## src/rtl/data_mem_arb_pkg.sv

```systemverilog
// Shared constants and types for the two-port data memory arbiter.
package data_mem_arb_pkg;

   localparam int STARVE_LIMIT_DEFAULT = 4;
   localparam int DATA_W = 32;

   // Port indices: the CPU MEM stage is port 0, the loader/DMA engine is port 1.
   typedef enum logic {
      PORT_CPU = 1'b0,
      PORT_DMA = 1'b1
   } port_e;

   // Width of the starvation counter; a limit of 0 still needs one bit.
   function automatic int starve_cnt_width(input int limit);
      return (limit < 1) ? 1 : $clog2(limit + 1);
   endfunction

endpackage

```

## src/rtl/starve_counter.sv

```systemverilog
// Counts consecutive cycles the DMA port is denied and forces it to win
// once the limit is reached.
module starve_counter
   import data_mem_arb_pkg::*;
#(
   parameter int STARVE_LIMIT = STARVE_LIMIT_DEFAULT
) (
   input  logic clk,
   input  logic rst,
   input  logic req,
   input  logic gnt,
   output logic force_win
);

   localparam int CW = starve_cnt_width(STARVE_LIMIT);
   localparam logic [CW-1:0] LIMIT = CW'(STARVE_LIMIT);

   logic [CW-1:0] starve_cnt;

   // Saturating count of denied cycles; any grant or dropped request restarts it.
   always_ff @(posedge clk) begin
      if (!rst) begin
         starve_cnt <= '0;
      end else if (req && !gnt) begin
         if (starve_cnt != LIMIT) begin
            starve_cnt <= starve_cnt + CW'(1);
         end
      end else begin
         starve_cnt <= '0;
      end
   end

   assign force_win = req && (starve_cnt == LIMIT);

endmodule

```

## src/rtl/data_memory_arbiter.sv

```systemverilog
// Two-port arbiter in front of a single-ported data memory: CPU port has
// priority, the DMA port is protected from starvation.
module data_memory_arbiter
   import data_mem_arb_pkg::*;
#(
   parameter int STARVE_LIMIT = STARVE_LIMIT_DEFAULT,
   parameter int ADDR_W       = 32
) (
   input  logic              clk_i,
   input  logic              rst_i,
   input  logic              req0_i,
   input  logic              we0_i,
   input  logic [ADDR_W-1:0] addr0_i,
   input  logic [DATA_W-1:0] wdata0_i,
   output logic              gnt0_o,
   output logic              ack0_o,
   output logic [DATA_W-1:0] rdata0_o,
   input  logic              req1_i,
   input  logic              we1_i,
   input  logic [ADDR_W-1:0] addr1_i,
   input  logic [DATA_W-1:0] wdata1_i,
   output logic              gnt1_o,
   output logic              ack1_o,
   output logic [DATA_W-1:0] rdata1_o,
   output logic [ADDR_W-1:0] mem_addr_o,
   output logic              mem_we_o,
   output logic [DATA_W-1:0] mem_wdata_o,
   input  logic [DATA_W-1:0] mem_rdata_i
);

   logic              force_dma;
   logic              ack0_q;
   logic              ack1_q;
   logic [ADDR_W-1:0] held_addr;
   logic [DATA_W-1:0] held_wdata;

   starve_counter #(
      .STARVE_LIMIT(STARVE_LIMIT)
   ) u_starve_counter (
      .clk      (clk_i),
      .rst      (rst_i),
      .req      (req1_i),
      .gnt      (gnt1_o),
      .force_win(force_dma)
   );

   // Pick at most one winner; DMA wins when alone or when it has waited too long.
   always_comb begin
      gnt0_o = 1'b0;
      gnt1_o = 1'b0;
      if (rst_i) begin
         if (req1_i && (!req0_i || force_dma)) begin
            gnt1_o = 1'b1;
         end else if (req0_i) begin
            gnt0_o = 1'b1;
         end
      end
   end

   // Route the winner to memory; idle cycles keep the last address/data and never write.
   always_comb begin
      mem_we_o    = 1'b0;
      mem_addr_o  = held_addr;
      mem_wdata_o = held_wdata;
      if (gnt0_o) begin
         mem_we_o    = we0_i;
         mem_addr_o  = addr0_i;
         mem_wdata_o = wdata0_i;
      end else if (gnt1_o) begin
         mem_we_o    = we1_i;
         mem_addr_o  = addr1_i;
         mem_wdata_o = wdata1_i;
      end
   end

   // Register completion flags, captured read data and the held memory bus values.
   always_ff @(posedge clk_i) begin
      if (!rst_i) begin
         ack0_q     <= 1'b0;
         ack1_q     <= 1'b0;
         rdata0_o   <= '0;
         rdata1_o   <= '0;
         held_addr  <= '0;
         held_wdata <= '0;
      end else begin
         ack0_q <= gnt0_o;
         ack1_q <= gnt1_o;
         if (gnt0_o || gnt1_o) begin
            held_addr  <= mem_addr_o;
            held_wdata <= mem_wdata_o;
         end
         if (gnt0_o && !we0_i) begin
            rdata0_o <= mem_rdata_i;
         end
         if (gnt1_o && !we1_i) begin
            rdata1_o <= mem_rdata_i;
         end
      end
   end

   // A grant completing just as reset arrives still writes memory, but its
   // ack must not be seen, so the registered ack is masked while in reset.
   assign ack0_o = ack0_q & rst_i;
   assign ack1_o = ack1_q & rst_i;

endmodule

```

## config.mk

```make
export PLATFORM = sky130hd
export DESIGN_NAME = data_memory_arbiter
export DESIGN_NICKNAME = d
export VERILOG_FILES = /design/src/rtl/data_mem_arb_pkg.sv /design/src/rtl/starve_counter.sv /design/src/rtl/data_memory_arbiter.sv
export SDC_FILE = /design/constraint.sdc
export NUM_CORES = 1
export LEC_CHECK = 0
export CORE_ASPECT_RATIO = 1.25
export CORE_MARGIN = 1
export CORE_UTILIZATION = 40
export DETAILED_ROUTE_END_ITERATION = 12
export GPL_ROUTABILITY_DRIVEN = 1
export PLACE_DENSITY = 0.77
export SLEW_MARGIN = 20
export SYNTH_ARGS = -nofsm -noshare
export SYNTH_HDL_FRONTEND = slang
export SYNTH_SLANG_ARGS = --single-unit
export TNS_END_PERCENT = 5
```

## constraint.sdc

```tcl
create_clock -name clk_i -period 2.4 [get_ports clk_i]
set_input_delay 0.24 -clock clk_i [delete_from_list [all_inputs] [get_ports clk_i]]
set_output_delay 0.24 -clock clk_i [all_outputs]
set_load 0.05 [all_outputs]
```

==> summary.md, run 1 <==
| Metric | Value |
|---|---|
| Status | finished clean |
| Hold depth | 2 |
| Die area | 17200 µm² |
| Core area | 16300 µm² |
| I/O pin total | 299 |
| R2R Path End | rdata1_o[2]$_SDFFE_PN0P_ |
| Hold Path Sink | held_wdata[19]$_SDFFE_PN0P_ |
| Clock Path Buffers | 2 |
| P_sw | 2.20 mW |
| Count of input and output buffers | 298 |
| Power Dens Cells | 637 nW/µm² |
| Largest net degree at the start of global routing | 116 |
| Clock Power Share | 0.377 |
| Design internal power | 4.93 mW |
| Crit path largest cell delay | 340 ps |
| Detailed Routing Iterations Pass 1 | 5 |
| CTS tree | done |
| First-pass GRT wire length | 35.4 mm |
| Grt ovf | 0 |
| Multi-input logic area | 3700 µm² |
| Clk_lat worst skew | 410 ps |
| Peak Freq | 433 MHz |
| Initial Util | 0.410 |
| Initial drt markers | 315 |
| Leakage | 5.19 nW |
| WP buf/inv | 4 |
| Share of the synthesized area in the top cell type | 0.400 |
| Share of cells above drive strength 1 | 0.141 |
| CP Capture Type | output port |
| Cell count after synthesis | 721 |
| Combinational share of power | 0.288 |
| Cell area after layout | 11200 µm² |
| Avg Cell Area, Syn | 9.24 µm² |
| Register area share after synthesis | 0.400 |
| Drt via density | 5.58 |
| Worst-path cell chain | inv_1, ha_4, a21boi_4, buf_6, buf_16, nor3b_1, a211o_1, buf_12 |
| WP data required | 2160 ps |
| Register-to-register setup slack | 430 ps |
| Rel. slew slack | 0.429 |
| Max Slew Vio Count | 0 |
| Post-layout util | 0.689 |
| Peak supply drop | 0.372 mV |
| Ys Warns | 0 |
| Total number of vias | 6752 |
| Crit-path leading delay family | buffers and inverters |
| Part of the cycle the worst path needs | 0.962 |
| CTS root buf | clkbuf_16 |
| Hold Violations, Final | 0 |
| Crit-path max FO | 17 |
| Setup WS pre-CTS | 306 ps |
| Vias in the first global route | 6744 |
| Initial antenna violation count | 1 |
| Dominant cells by area after synthesis | dfxtp_1, mux2i_1, o311a_1 |
| H-tree depth | 4 |
| Dpl cell area | 10500 µm² |
| Max-cap violations | 0 |
| GRT Total Usage | 0.259 |
| WP data arrival | 2070 ps |
| Number of nets in the layout | 1147 |
| Dpl hpwl | 15.0 mm |
| Reg clk slew, reported paths | 60 ps |
| Routed WL | 22.3 mm |
| Hold_sp | rst_i |
| Slowest-stage cell, CP | dfxtp_2 |
| Worst r2r path cells | 7 |
| Std-Cell Rows | 52 |
| Post-Syn Nets | 889 |
| Antenna-violating nets left | 0 |
| Post-Syn Area | 6660 µm² |
| CTS hold repair buffers | 0 |
| Hold Path Class | in -> reg |
| Setup Viol. Count Final | 0 |
| DR WL/cell | 18.4 µm |
| Fin Clk Skew | 8.18 ps |
| Area growth syn-to-layout | 68.1% |
| Clk sinks | 133 |
| Netlist cell types | 21 |
| Reg-to-Reg Start | u_starve_counter.starve_cnt[0]$_SDFFE_PN0P_ |
| Gpl congestion | 0.801 |
| Startpoint types | register |
| Final worst slack | 92.1 ps |
| Synthesized flop and latch total | 133 |
| Register share of total power | 0.335 |
| Clock buffer count from CTS | 17 |
| Largest area contributor in the netlist | dfxtp_1 |
| Filler instances | 1276 |
| DRC Markers | 0 |
| Crit Path Class | reg -> out |
| Final TNS setup | 0 ps |
| Storage element area | 2660 µm² |
| Tmin final | 2310 ps |
| Sw Share | 0.309 |
| Die height | 146 µm |
| Worst-Margin Slew | 854 ps |
| Die width | 117 µm |
[registers in the layout, summed over array words and instances, names as in the netlist]
name	cells
rdata0_o	32
ack1_q	1
ack0_q	1
rdata1_o	32
u_starve_counter.starve_cnt	3
held_wdata	32
held_addr	32
[layout by cell type, fill, tap and decap left out, types with 2 or more instances in the layout]
cell type | netlist | final
o311a_1 | 64 | 64
or3_2 | 0 | 2
inv_8 | 0 | 4
or3_1 | 66 | 64
bufinv_16 | 0 | 2
buf_2 | 12 | 2
and3_1 | 65 | 65
nor2_1 | 6 | 5
inv_6 | 0 | 6
nand2_1 | 100 | 99
inv_1 | 2 | 2
nor3b_1 | 65 | 61
nor3b_2 | 0 | 4
dfxtp_1 | 133 | 132
clkdlybuf4s50_1 | 0 | 226
and2_1 | 3 | 2
buf_12 | 0 | 76
buf_4 | 3 | 13
buf_6 | 3 | 2
clkbuf_16 | 0 | 17
a211o_1 | 64 | 64
mux2i_1 | 65 | 65
[Yosys cell counts]
library cell / instances
a22o_1: 1
a211o_1: 64
mux2i_1: 65
or3_1: 66
a21boi_2: 1
clkbuf_1: 63
buf_4: 3
inv_1: 2
buf_2: 12
dfxtp_1: 133
and2_1: 3
ha_1: 2
nand3_1: 1
and4_1: 1
o311a_1: 64
nand2_1: 100
and3_1: 65
nor2_1: 6
nor3b_1: 65
buf_6: 3
o21ai_1: 1
[final cells by class]
class / instances / area share
Antenna cell: 1 / 0.000223
Clock buffer: 17 / 0.0380
Clock inverter: 15 / 0.0166
Inverter: 2 / 0.000670
Multi-Input combinational cell: 505 / 0.331
Sequential cell: 133 / 0.238
Tap cell: 216 / 0.0241
Timing Repair Buffer: 320 / 0.352
[cells by family after synthesis]
family / after synthesis / synth area share
multiplexers: 65 / 0.0977
AO/OA/AOI/OAI: 131 / 0.184
flip-flops: 133 / 0.400
adder cells (fa/ha/maj): 2 / 0.00376
AND/OR/NAND/NOR: 307 / 0.261
buffers and inverters: 83 / 0.0541
[repair_timing]
action / in CTS / in global routing
endpoints found under the setup margin: 64 / 63
setup buffers: 2 / 0
pin swaps: 1 / 33
cloned: 1 / 0
resized for setup: 2 / 8
[per-stage QoR]
step | hold WS [ps] | power, mW | std cells
2_1_floorplan | 390 | 3.46 | 721
3_3_place_gp | 438 | 4.46 | 1173
3_5_place_dp | 450 | 4.48 | 1173
4_1_cts | 238 | 7.19 | 1208
5_1_grt | 239 | 7.42 | 1209
6_report | 261 | 7.13 | 1209
[power by group through the flow]
stage                     Combinational [mW]  Clock, mW  Sequential (mW)
after detailed placement                2.04          0             2.43
final                                   2.05       2.69             2.39
after CTS                               2.06       2.74             2.39
after global placement                  2.03          0             2.43
after floorplan                        0.934          0             2.53
after global routing                    2.15       2.88             2.40
[worst max-delay path by stage]
stage,cells after the start,startpoint,endpoint,slack (ps)
3_3_place_gp,7,req1_i,rdata1_o[12]$_SDFFE_PN0P_,360
2_1_floorplan,5,u_starve_counter.starve_cnt[0]$_SDFFE_PN0P_,mem_we_o,100
5_1_grt,8,u_starve_counter.starve_cnt[0]$_SDFFE_PN0P_,mem_addr_o[13],-6
4_1_cts,8,u_starve_counter.starve_cnt[0]$_SDFFE_PN0P_,mem_addr_o[1],20
6_report,8,u_starve_counter.starve_cnt[0]$_SDFFE_PN0P_,mem_addr_o[0],90
3_5_place_dp,7,u_starve_counter.starve_cnt[0]$_SDFFE_PN0P_,rdata1_o[1]$_SDFFE_PN0P_,310
[worst register-to-register path, cell delays in order, from the launching register on]
cell and delay (ps):
dfxtp_2 340, inv_1 70, ha_4 190, a21boi_4 210, buf_12 220, or3_2 140
buf_4 460, mux2i_1 270
[routing by layer]
metal	track usage	vias to the layer above	routed length, µm
li1	-	3222	-
met1	0.304	3231	9010
met3	0.0785	28	1590
met4	0.0903	0	478
met5	0	-	0
met2	0.443	271	11200
Power figures use the tool's default switching activity.
==> run 2: changes to the inputs <==
--- a/config.mk
+++ b/config.mk
@@ -5,12 +5,13 @@
 export SDC_FILE = /design/constraint.sdc
 export NUM_CORES = 1
 export LEC_CHECK = 0
+export ABC_AREA = 1
 export CORE_ASPECT_RATIO = 1.25
 export CORE_MARGIN = 1
 export CORE_UTILIZATION = 40
 export DETAILED_ROUTE_END_ITERATION = 12
 export GPL_ROUTABILITY_DRIVEN = 1
-export PLACE_DENSITY = 0.77
+export PLACE_DENSITY = 0.76
 export SLEW_MARGIN = 20
 export SYNTH_ARGS = -nofsm -noshare
 export SYNTH_HDL_FRONTEND = slang
==> run 2 against run 1 <==
Clock power grew 2%; global-route usage shrank 2.4 points; synthesized cell count grew 30%; die area grew 7.6%; design area grew 2.7%; sequential cell count is the same; critical path type is now in -> out; largest cell class unchanged; highest routed layer unchanged.
==> summary.md, run 2 <==
| Metric | Value |
|---|---|
| Worst hold margin | 407 ps |
| I/O pin total | 299 |
| Post-synth EDFFs | 0 |
| Dpl hpwl | 15.2 mm |
| Register area share after synthesis | 0.371 |
| DRC Markers | 0 |
| Final TNS setup | 0 ps |
| Worst-Margin Slew | 1060 ps |
| Status | finished clean |
| Routed WL | 22.2 mm |
| Setup Viol. Count Final | 0 |
| Fin Clk Skew | 10.2 ps |
| Setup WS pre-CTS | 283 ps |
| Final Instance Count excl. Fillers | 1448 |
| Max-cap violations | 0 |
| Dominant synthesized flop cell | dfxtp_1 |
| Commonest cells after routing, fill and taps aside | clkdlybuf4s50_1, nand2_1, nand3_2 |
| Antenna-violating nets left | 0 |
| Startpoint types | primary input |
| CTS hold repair buffers | 0 |
| Total number of vias | 6878 |
| WP data required | 2160 ps |
| Reg clk slew, reported paths | 60 ps |
| Netlist cell types | 20 |
| Die width | 122 µm |
| H-tree depth | 4 |
| Number of nets in the layout | 1379 |
| Die height | 152 µm |
| Post-placement cell count | 1411 |
| Largest net degree at the start of global routing | 98 |
| Met1 wire length | 8.53 mm |
| Detailed Routing Iterations Pass 1 | 4 |
| Synthesized flop and latch total | 133 |
| Cell count after synthesis | 939 |
| Clock Path Buffers | 2 |
| Total power draw | 7.06 mW |
| Peak Freq | 436 MHz |
| Die area | 18500 µm² |
| # diodes | 0 |
| Vias in the first global route | 6509 |
| Initial Util | 0.410 |
| Leakage | 5.64 nW |
| Worst r2r path cells | 9 |
| Commonest non-fill, non-tap cell in the layout | clkdlybuf4s50_1 |
| CP Capture Type | output port |
| Tmin final | 2290 ps |
| Crit Path Class | in -> out |
| Part of the cycle the worst path needs | 0.956 |
| GRT Total Usage | 0.235 |
| CTS tree | done |
| Top layer in use | met4 |
| Met2 wire len | 10.8 mm |
| Filler instances | 1402 |
| Initial antenna violation count | 0 |
| Post-Syn Area | 7180 µm² |
| Rel. slew slack | 0.292 |
| Count of input and output buffers | 298 |
| Clk_lat worst skew | 420 ps |
| Share of cells above drive strength 1 | 0.239 |
| Post-Syn Nets | 1107 |
| Ys Warns | 0 |
| DR WL/cell | 15.3 µm |
| Top cells by count, synth | nand2_1, nand3_2, inv_1 |
| Clk sinks | 133 |
| Fraction of registers with async set/reset | 0 |
| Post-layout util | 0.657 |
| RSZ-0062 raised after global routing | no |
| Gpl congestion | 0.819 |
| Dominant cells by area after synthesis | dfxtp_1, nand3_2, nand2_1 |
| First-pass GRT wire length | 33.7 mm |
| Most common cell in the netlist | nand2_1 |
| Max Slew Vio Count | 0 |
| Cell area after layout | 11500 µm² |
| Initial drt markers | 266 |
| Power Dens Cells | 614 nW/µm² |
| Dpl cell area | 10800 µm² |
| Avg Cell Area, Syn | 7.64 µm² |
| Share of the synthesized area in the top cell type | 0.371 |
| Core area | 17500 µm² |
| Hold Path Class | in -> reg |
| Clock buffer count from CTS | 17 |
| Drt via density | 4.75 |
| Hold Violations, Final | 0 |
| Hold depth | 4 |
| Largest area contributor in the netlist | dfxtp_1 |
| Area growth syn-to-layout | 60.3% |
| Peak supply drop | 0.517 mV |
| Std-Cell Rows | 54 |
| Final worst slack | 105 ps |
| Crit-path max FO | 51 |
| WP data arrival | 2050 ps |
| Grt ovf | 0 |
| CTS root buf | clkbuf_16 |
| Routed wl met3 | 2.51 mm |
[run 2: cell types whose count changed in the layout (fill, tap and decap cells not counted), moves of 98 or more]
cell,before,now
nand2_1,99,197
inv_1,2,138
nand3_2,1,158
nor2_1,5,130
nand3_1,0,100
[run 2: layout make-up]
class	instances	area, µm²	share of cell area
multi-input cells	598	3460	0.301
clock buffers	21	480	0.0418
clock inverters	11	149	0.0129
flip-flops and latches	133	2660	0.232
inverters	140	528	0.0459
well taps	224	280	0.0244
repair buffers	321	3940	0.342
[run 2: power breakdown]
group          switching [mW]  leakage [nW]  total (mW)  internal, mW
clock                   0.999         0.301        2.75          1.75
sequential             0.0401          1.09        2.36          2.32
combinational            1.08          4.25        1.95         0.868
total                    2.12          5.64        7.06          4.94
[run 2: layer usage]
layer	vias up	global-route usage
met1	3127	0.271
met4	0	0.0685
met5	-	0
li1	3455	-
met3	22	0.0962
met2	274	0.395
[run 2: worst paths after layout]
check,start,endpoint,slack [ps]
max,req0_i,mem_addr_o[29],110
min,rst_i,held_wdata[24]$_SDFFE_PN0P_,410
max reg2reg,u_starve_counter.starve_cnt[0]$_SDFFE_PN0P_,rdata0_o[10]$_SDFFE_PN0P_,540
min reg2reg,u_starve_counter.starve_cnt[0]$_SDFFE_PN0P_,u_starve_counter.starve_cnt[0]$_SDFFE_PN0P_,450
[run 2: what timing repair did]
action / 4_1_cts / 5_1_grt
endpoints found under the setup margin: 32 / 38
gates cloned: 0 / 2
pin swaps: 0 / 2
setup buffers: 0 / 3
gates resized for setup: 1 / 3
[run 2: cells by family (layout without fill, tap and decap cells)]
kind of cell | count (synthesis) | count (layout) | synth area share
AOI/OAI and AO/OA | 2 | 2 | 0.00157
adders and majority gates | 2 | 2 | 0.00349
buffers and inverters | 209 | 493 | 0.151
DFF | 133 | 133 | 0.371
and+or+nand+nor | 592 | 593 | 0.472
xor gates and xnor gates | 1 | 1 | 0.00122
[run 2: critical path, cell delays in order]
cell             delay [ps]
clkdlybuf4s50_1         690
nand2_2                 140
inv_2                   180
buf_12                  320
nand3_1                 120
nand3_1                 170
buf_12                  160
